[config.mk]
export PLATFORM = sky130hd
export DESIGN_NAME = shiftreg_sequencer_flat
export DESIGN_NICKNAME = d
export VERILOG_FILES = /design/src/rtl/shiftreg_sequencer_if.sv /design/src/rtl/shiftreg_sequencer.sv /design/src/flat_wrapper.sv
export SDC_FILE = /design/constraint.sdc
export NUM_CORES = 1
export LEC_CHECK = 0
export CORE_MARGIN = 5
export CORE_UTILIZATION = 40
export CTS_BUF_LIST = sky130_fd_sc_hd__clkbuf_4 sky130_fd_sc_hd__clkbuf_8 sky130_fd_sc_hd__clkbuf_16
export DETAILED_ROUTE_END_ITERATION = 12
export PLACE_DENSITY = 0.66
export SETUP_SLACK_MARGIN = 0.4
export SKIP_LAST_GASP = 1
export SYNTH_ARGS = -nofsm -noshare
export SYNTH_HDL_FRONTEND = slang
export SYNTH_SLANG_ARGS = --single-unit
[constraint.sdc]
create_clock -name CLK -period 4.6 [get_ports CLK]
set_clock_uncertainty 0.05 [all_clocks]
set_input_delay 0.69 -clock CLK [delete_from_list [all_inputs] [get_ports CLK]]
set_output_delay 0.69 -clock CLK [all_outputs]
set_load 0.01 [all_outputs]
[src/rtl/shiftreg_sequencer_if.sv]
// Word-load request/acknowledge bundle between the
// configuration logic and the shift-register sequencer.
interface shiftreg_sequencer_if #(
  parameter int SIZESRDYN  = 16,
  parameter int SIZESRSTAT = 88
);

  logic                  DYN_REQ;
  logic [SIZESRDYN-1:0]  DYN_DATA;
  logic                  DYN_ACK;

  logic                  STAT_REQ;
  logic [SIZESRSTAT-1:0] STAT_DATA;
  logic                  STAT_ACK;

  modport master (
    output DYN_REQ,
    output DYN_DATA,
    input  DYN_ACK,
    output STAT_REQ,
    output STAT_DATA,
    input  STAT_ACK
  );

  modport slave (
    input  DYN_REQ,
    input  DYN_DATA,
    output DYN_ACK,
    input  STAT_REQ,
    input  STAT_DATA,
    output STAT_ACK
  );

endinterface

[src/rtl/shiftreg_sequencer.sv]
// Round-robin serial loader that shifts dynamic/static
// words into the generator and commits them to its latches.
module shiftreg_sequencer #(
  parameter int SIZESRDYN  = 16,
  parameter int SIZESRSTAT = 88,
  parameter int SIZECNT    = 7
) (
  input  logic                 CLK,
  input  logic                 RST,
  shiftreg_sequencer_if.slave  req,
  output logic                 SELDYN,
  output logic                 SELSTAT,
  output logic                 SDATA,
  output logic                 BUSY,
  output logic                 DONE
);

  localparam int PAD = SIZESRSTAT - SIZESRDYN;
  localparam int MSB = SIZESRSTAT - 1;

  localparam logic [SIZECNT-1:0] DYN_LAST =
    SIZECNT'(SIZESRDYN - 1);
  localparam logic [SIZECNT-1:0] STAT_LAST =
    SIZECNT'(SIZESRSTAT - 1);

  typedef enum logic [2:0] {
    IDLE,
    SHIFT_DYN,
    SHIFT_STAT,
    COMMIT_DYN,
    COMMIT_STAT,
    GAP
  } state_t;

  state_t               state_q;
  state_t               state_d;
  logic [MSB:0]         sr_q;
  logic [MSB:0]         sr_d;
  logic [SIZECNT-1:0]   cnt_q;
  logic [SIZECNT-1:0]   cnt_d;
  logic                 last_dyn_q;
  logic                 last_dyn_d;

  logic                 dyn_ack_q;
  logic                 dyn_ack_d;
  logic                 stat_ack_q;
  logic                 stat_ack_d;
  logic                 seldyn_d;
  logic                 selstat_d;
  logic                 sdata_d;
  logic                 busy_d;
  logic                 done_d;

  logic                 grant_dyn;
  logic                 grant_stat;
  logic [MSB:0]         dyn_word;

  // Dynamic words ride left-aligned so both sides shift from the same MSB.
  assign dyn_word = {req.DYN_DATA, {PAD{1'b0}}};

  assign grant_dyn =
    req.DYN_REQ &&
    (!req.STAT_REQ || !last_dyn_q);

  assign grant_stat =
    req.STAT_REQ &&
    (!req.DYN_REQ || last_dyn_q);

  assign req.DYN_ACK  = dyn_ack_q;
  assign req.STAT_ACK = stat_ack_q;

  always_comb begin
    state_d    = state_q;
    sr_d       = sr_q;
    cnt_d      = cnt_q;
    last_dyn_d = last_dyn_q;
    dyn_ack_d  = 1'b0;
    stat_ack_d = 1'b0;
    seldyn_d   = 1'b0;
    selstat_d  = 1'b0;
    sdata_d    = 1'b0;
    done_d     = 1'b0;

    unique case (state_q)
      IDLE, GAP: begin
        state_d = IDLE;
        if (grant_dyn) begin
          state_d    = SHIFT_DYN;
          sr_d       = dyn_word << 1;
          sdata_d    = dyn_word[MSB];
          cnt_d      = DYN_LAST;
          last_dyn_d = 1'b1;
          dyn_ack_d  = 1'b1;
          seldyn_d   = 1'b1;
        end else if (grant_stat) begin
          state_d    = SHIFT_STAT;
          sr_d       = req.STAT_DATA << 1;
          sdata_d    = req.STAT_DATA[MSB];
          cnt_d      = STAT_LAST;
          last_dyn_d = 1'b0;
          stat_ack_d = 1'b1;
          selstat_d  = 1'b1;
        end
      end

      SHIFT_DYN: begin
        if (cnt_q == '0) begin
          state_d   = COMMIT_DYN;
          selstat_d = 1'b1;
        end else begin
          seldyn_d = 1'b1;
          sdata_d  = sr_q[MSB];
          sr_d     = sr_q << 1;
          cnt_d    = cnt_q - 1'b1;
        end
      end

      SHIFT_STAT: begin
        if (cnt_q == '0) begin
          state_d  = COMMIT_STAT;
          seldyn_d = 1'b1;
        end else begin
          selstat_d = 1'b1;
          sdata_d   = sr_q[MSB];
          sr_d      = sr_q << 1;
          cnt_d     = cnt_q - 1'b1;
        end
      end

      COMMIT_DYN, COMMIT_STAT: begin
        state_d = GAP;
        done_d  = 1'b1;
      end

      default: begin
        state_d = IDLE;
      end
    endcase

    busy_d = (state_d != IDLE);
  end

  always_ff @(posedge CLK) begin
    if (RST) begin
      state_q    <= IDLE;
      sr_q       <= '0;
      cnt_q      <= '0;
      last_dyn_q <= 1'b0;
      dyn_ack_q  <= 1'b0;
      stat_ack_q <= 1'b0;
      SELDYN     <= 1'b0;
      SELSTAT    <= 1'b0;
      SDATA      <= 1'b0;
      BUSY       <= 1'b0;
      DONE       <= 1'b0;
    end else begin
      state_q    <= state_d;
      sr_q       <= sr_d;
      cnt_q      <= cnt_d;
      last_dyn_q <= last_dyn_d;
      dyn_ack_q  <= dyn_ack_d;
      stat_ack_q <= stat_ack_d;
      SELDYN     <= seldyn_d;
      SELSTAT    <= selstat_d;
      SDATA      <= sdata_d;
      BUSY       <= busy_d;
      DONE       <= done_d;
    end
  end

endmodule

[src/flat_wrapper.sv]
// flat-port wrapper written by rule: the top's interface ports become plain ports
module shiftreg_sequencer_flat 
#(
  parameter int SIZESRDYN  = 16,
  parameter int SIZESRSTAT = 88,
  parameter int SIZECNT    = 7
)
  (CLK, RST, SELDYN, SELSTAT, SDATA, BUSY, DONE, req_DYN_REQ, req_DYN_DATA, req_DYN_ACK, req_STAT_REQ, req_STAT_DATA, req_STAT_ACK);
  shiftreg_sequencer_if #(.SIZESRDYN(SIZESRDYN), .SIZESRSTAT(SIZESRSTAT)) req_i ();
  input  logic CLK;
  input  logic RST;
  output logic SELDYN;
  output logic SELSTAT;
  output logic SDATA;
  output logic BUSY;
  output logic DONE;
  input wire logic [$bits(req_i.DYN_REQ)-1:0] req_DYN_REQ;
  input wire logic [$bits(req_i.DYN_DATA)-1:0] req_DYN_DATA;
  output wire logic [$bits(req_i.DYN_ACK)-1:0] req_DYN_ACK;
  input wire logic [$bits(req_i.STAT_REQ)-1:0] req_STAT_REQ;
  input wire logic [$bits(req_i.STAT_DATA)-1:0] req_STAT_DATA;
  output wire logic [$bits(req_i.STAT_ACK)-1:0] req_STAT_ACK;
  assign req_i.DYN_REQ = req_DYN_REQ;
  assign req_i.DYN_DATA = req_DYN_DATA;
  assign req_DYN_ACK = req_i.DYN_ACK;
  assign req_i.STAT_REQ = req_STAT_REQ;
  assign req_i.STAT_DATA = req_STAT_DATA;
  assign req_STAT_ACK = req_i.STAT_ACK;
  shiftreg_sequencer #(.SIZESRDYN(SIZESRDYN), .SIZESRSTAT(SIZESRSTAT), .SIZECNT(SIZECNT)) u_core (.CLK(CLK), .RST(RST), .req(req_i), .SELDYN(SELDYN), .SELSTAT(SELSTAT), .SDATA(SDATA), .BUSY(BUSY), .DONE(DONE));
endmodule
==> metrics.cfg, run 1 <==
[status]
outcome=finished clean

[pwr]
powerDensity_nw_per_um2=615
finalPower_mw=4.16
power_leakage_nw=2.28
irDropWorstVdd_uv=304

[placed_design]
portBuffers=114
dp.cells=843
gp_congestion=0.791
preCtsSetupSlack_ns=1.30
hpwl_mm=9.62

[timing]
fmax_ghz=0.331
rsz0062_at_grt=no
fin_crit_sh_pct=65.6
holdWs_ns=0.419
setup-violations-final=0
tns_ns=0
worst_slack_ns=1.58
relSlewSlack_pct=28.1
min_period_ns=3.02
timing.final.hold_violations=0
tightest_slew_ns=1.07
maxSlewViolCount=0

[setup_path]
startpoint_type=input port
arrival_ns=3.21
crit_slowest_cell=clkdlybuf4s50_1
max_stage_delay_ns=0.65
reg2reg_depth=4
crit_required_ns=4.79
cp_cell_sequence=clkdlybuf4s50_1 > nor4_1 > a221oi_4 > buf_4 > nand3_1 > o22ai_1
path_class=input port to flop
worst_setup_path_end_kind=flop
path_max_fanout=53

[floorplanning]
ios=115
die_w_microns=124
initial_core_util_pct=41.1
die-area_sq_um=15500
fp.dieH_microns=124
core_area_sq_um=12700
num_rows=41

[logic_synthesis]
syn_avg_cell_area_sq_um=8.48
yosysTopAreaCell=dfxtp_1
yosys.cell_types.count=55
ys.warnings.count=0
synth_top_area_share_pct=40.2
syn_area_sq_um=5230
syn-instance-count=617
ys_top_cells_by_area=dfxtp_1 (40%), nand4_1 (13%), nand2_1 (6.5%)
ys_seq_elements=105
synthArstFlopShare_pct=0
syn-num-nets=726
synth_ff_type=dfxtp_1
synth_edf_count=0
seq_area_frac_synth_pct=40.2

[route]
avgViaCountPerCell=6.08
first_iter_violations=645
ant_nets=0
wl_per_cell_microns=18.1
dr.pass1.iters=7
wl_mm=15.6
vias=5221
drc_errors=0

[job]
max_cap_viol_count=0

[clock_tree]
cts_made_buffers=9
clock_latency_ns=0.34
clockRootBuffer=clkbuf_16
clk_path_buf_depth=2
cts.sinks=105
cts_resized=0
cts_hold_buf=0
htree_num_levels=3
cts_tree=built
post-cts-setup-buffers=0
clk_pin_slew_worst_paths_ns=0.07

[grt]
grt_antenna_before_repair=0
grt_max_degree=93
grt.total_usage_pct=19.5
grt_pass1_wl_mm=25.8
grt_pass1_vias=5067
gr-total-overflow=0

[layout]
fill_cells=1207
syn_to_final_growth_pct=29.4
final_cell_mix=clkdlybuf4s50_1 (113), nand4_1 (110), dfxtp_1 (105)
largest-register=u_core.sr_q
diodes=0
top_regs=u_core.sr_q (87), u_core.cnt_q (7), u_core.state_q (3)
final_common_cell=clkdlybuf4s50_1
drive_gt1_share_pct=11.5
largest_reg_flops=87
fin_cells=859
nNetsFinal=791

[min_path]
hold_path.class=flop to flop
hold_depth=2

metrics by stage:
| step | cell area [sq um] | utilization [%] |
|---|---|---|
| finish | 6770 | 53.2 |
| global route | 6770 | 53.2 |
| CTS | 6770 | 53.2 |
| detailed placement | 6400 | 50.3 |
| global placement | 6400 | 50.3 |
| floorplan | 5230 | - |
layer usage:
layer / GRT usage, % / wire [microns]
met1: 27.3 / 7070
met2: 30.9 / 7430
met3: 2.74 / 805
met4: 6.19 / 241
met5: 0 / 0
final timing paths:
check	start	endpoint	slack (ns)
max reg2reg	u_core.state_q[0]$_SDFF_PP0_	u_core.sr_q[69]$_SDFFE_PP0P_	1.72
max	req_STAT_REQ	u_core.sr_q[82]$_SDFFE_PP0P_	1.58
min reg2reg	u_core.sr_q[83]$_SDFFE_PP0P_	u_core.sr_q[83]$_SDFFE_PP0P_	0.42
min	u_core.sr_q[83]$_SDFFE_PP0P_	u_core.sr_q[83]$_SDFFE_PP0P_	0.42
area by class of cell:
class / instances / area [sq um] / area share [%]
inverters: 43 / 161 / 2.38
clock inverters: 5 / 128 / 1.88
repair buffers: 125 / 1230 / 18.2
flip-flops and latches: 105 / 2100 / 31.0
multi-input cells: 398 / 2690 / 39.8
well taps: 172 / 215 / 3.18
clock buffers: 11 / 240 / 3.55
kinds of logic after synthesis:
logic type,share of synthesized area [%]
flops,40.2
xor+xnor,0.646
simple gates,25.8
buf+inv,9.06
compound gates,24.1
fa+ha+maj,0.239
Yosys cell counts, types with 3 or more instances:
library cell	instances
buf_4	3
buf_2	16
nand2b_1	4
o21ai_0	5
nand4_1	110
dfxtp_1	105
nor3_1	18
nor2_1	12
o221ai_2	20
o221ai_1	15
nand3_1	5
o22ai_1	15
a211oi_1	4
a21oi_1	8
buf_1	4
inv_1	43
o311ai_1	36
a31o_2	15
clkbuf_1	46
o31ai_1	3
nand2_1	90
power breakdown:
group	switching (mW)	internal [mW]
clock	0.331	0.599
sequential	0.157	1.19
combinational	1.23	0.662
total	1.72	2.45
critical path: cells and delay by family:
family          cells  cell delay (ns)
simple gates        2             0.73
compound gates      2             0.62
buf+inv             2             1.16
No activity file was read; power rests on OpenSTA's default activity.
==> inputs of run 2 (changes only) <==
==> constraint.sdc (replaced) <==
create_clock -name CLK -period 3 [get_ports CLK]
set_clock_uncertainty 0.05 [all_clocks]
set_input_delay 0.45 -clock CLK [delete_from_list [all_inputs] [get_ports CLK]]
set_output_delay 0.45 -clock CLK [all_outputs]
set_load 0.01 [all_outputs]
==> metrics.cfg, run 2 (synthesis gave the netlist of run 1 again) <==
[setup_path]
path_class=flop to flop  ; was input port to flop
r2r-end=u_core.sr_q[86]$_SDFFE_PP0P_  ; was u_core.sr_q[69]$_SDFFE_PP0P_
startpoint_type=flop  ; was input port
reg2reg_slack_ns=0.56  ; was 1.72 ns
max_stage_delay_ns=0.74  ; was 0.65 ns
crit_required_ns=3.17  ; was 4.79 ns
arrival_ns=2.61  ; was 3.21 ns
cp_cell_sequence=xor2_1 > nand2_2 > buf_4 > a31o_2 > o22ai_1  ; was clkdlybuf4s50_1 > nor4_1 > a221oi_4 > buf_4 > nand3_1 > o22ai_1
path_max_fanout=88  ; was 53
rr_startpoint=u_core.state_q[0]$_SDFF_PP0_  ; unchanged
reg2reg_depth=5  ; was 4
worst_setup_path_end_kind=flop  ; unchanged
crit_slowest_cell=dfxtp_1  ; was clkdlybuf4s50_1

[layout]
largest_reg_flops=87  ; unchanged
final_cell_mix=clkdlybuf4s50_1 (113), nand4_1 (110), dfxtp_1 (105)  ; unchanged
diodes=0  ; unchanged
final_common_cell=clkdlybuf4s50_1  ; unchanged
largest-register=u_core.sr_q  ; unchanged
nNetsFinal=799  ; was 791
drive_gt1_share_pct=12.7  ; was 11.5%
top_regs=u_core.sr_q (87), u_core.cnt_q (7), u_core.state_q (3)  ; unchanged
syn_to_final_growth_pct=30.1  ; was 29.4%
final_area_sq_um=6800  ; was 6770 sq um

[placed_design]
gp_congestion=0.827  ; was 0.791
hpwl_mm=9.88  ; was 9.62 mm
placed_area_sq_um=6480  ; was 6400 sq um
portBuffers=114  ; unchanged

[clock_tree]
cts_made_buffers=9  ; unchanged
clock_latency_ns=0.35  ; was 0.34 ns
cts_hold_buf=0  ; unchanged
cts_resized=0  ; unchanged
clk_path_buf_depth=2  ; unchanged
cts_tree=built  ; unchanged
clockRootBuffer=clkbuf_16  ; unchanged
htree_num_levels=3  ; unchanged
clk_pin_slew_worst_paths_ns=0.07  ; about the same
post-cts-setup-buffers=0  ; unchanged
cts.sinks=105  ; unchanged

[grt]
grt_antenna_before_repair=0  ; unchanged
grt_max_degree=89  ; was 93
gr-total-overflow=0  ; unchanged
grt_pass1_vias=5166  ; was 5,067
grt_pass1_wl_mm=25.9  ; was 25.8 mm
grt.total_usage_pct=19.6  ; was 19.5%

[timing]
fin_crit_sh_pct=81.3
min_period_ns=2.44
rsz0062_at_grt=no  ; unchanged
timing.final.hold_violations=0  ; unchanged
tns_ns=0  ; unchanged
fmax_ghz=0.410
tightest_slew_ns=1.00  ; was 1.07 ns
setup-violations-final=0  ; unchanged
relSlewSlack_pct=33.2  ; was 28.1%
maxSlewViolCount=0  ; unchanged

[floorplanning]
ios=115  ; unchanged
die-area_sq_um=15500  ; unchanged
die_w_microns=124  ; unchanged
core_area_sq_um=12700  ; unchanged
fp.dieH_microns=124  ; unchanged
initial_core_util_pct=41.1  ; unchanged
num_rows=41  ; unchanged

[route]
wl_mm=15.9  ; was 15.6 mm
avgViaCountPerCell=6.07  ; was 6.08
first_iter_violations=594  ; was 645
dr.pass1.iters=5  ; was 7
ant_nets=0  ; unchanged
drc_errors=0  ; unchanged
vias=5259  ; was 5,221
wl_per_cell_microns=18.3  ; was 18.1 microns

[min_path]
whs_endpoint=u_core.sr_q[74]$_SDFFE_PP0P_  ; was u_core.sr_q[83]$_SDFFE_PP0P_
hold_path.class=flop to flop  ; unchanged
hold_depth=2  ; unchanged
hp-start=u_core.sr_q[74]$_SDFFE_PP0P_  ; was u_core.sr_q[83]$_SDFFE_PP0P_

[pwr]
irDropWorstVdd_uv=655  ; was 304 uV
power_leakage_nw=2.30  ; was 2.28 nW
powerDensity_nw_per_um2=921  ; was 615 nW/um^2

[job]
max_cap_viol_count=0  ; unchanged

[status]
outcome=finished clean  ; unchanged

[run 2: changes by cell type in the layout (fill, tap and decap cells not counted), sizes merged]
cell	change
clkinv	+3
buf	+7
bufinv	-3
nor2	+1
inv	+1
clkinvlp	-1
[run 2: metrics by stage]
step	power [mW]	setup WS, ns	util (%)	instances	hold WS [ns]
5_1_grt	6.65	0.419	53.5	867	0.449
2_1_floorplan	4.18	1.07	-	617	0.396
3_5_place_dp	5.01	0.110	50.9	850	0.409
4_1_cts	6.24	0.486	53.4	866	0.421
3_3_place_gp	4.94	0.198	50.9	850	0.406
6_report	6.26	0.561	53.5	867	0.421
[run 2: worst max-delay path, delay by kind of cell (launching register included)]
kind	cells	cell delay, ns
compound gates	2	0.35
xor+xnor	1	0.26
buf+inv	1	0.68
flops	1	0.74
simple gates	1	0.12
[run 2: per-layer routing]
metal | share of wire, % | vias to the layer above | GRT usage, %
li1 | - | 2515 | -
met1 | 44 | 2540 | 26.1
met2 | 49 | 186 | 32.3
met3 | 4.9 | 18 | 3.04
met4 | 1.8 | 0 | 6.77
met5 | 0 | - | 0
[run 2: how the worst max path moves through the flow]
stage / cells after the start / startpoint / endpoint
after CTS: 6 / req_STAT_REQ / u_core.sr_q[14]$_SDFFE_PP0P_
after floorplan: 5 / req_STAT_REQ / u_core.cnt_q[5]$_SDFFE_PP0P_
after detailed placement: 6 / req_STAT_REQ / u_core.sr_q[14]$_SDFFE_PP0P_
after global routing: 5 / u_core.state_q[0]$_SDFF_PP0_ / u_core.cnt_q[4]$_SDFFE_PP0P_
after global placement: 6 / req_STAT_REQ / u_core.sr_q[10]$_SDFFE_PP0P_
final: 5 / u_core.state_q[0]$_SDFF_PP0_ / u_core.sr_q[86]$_SDFFE_PP0P_
[run 2: where the power goes]
group          leakage [nW]  total, mW  internal, mW  switching, mW
Sequential            0.862       2.07          1.82          0.252
Combinational          1.29       2.96          1.08           1.88
Clock                 0.155       1.23         0.687          0.542
[run 2: final cells by class]
type	count	area (sq um)
Timing Repair Buffer	132	1310
Inverter	43	161
Tap cell	172	215
Clock buffer	11	246
Fill cell	1221	5920
Clock inverter	5	63.8
Sequential cell	105	2100
Multi-Input combinational cell	399	2710
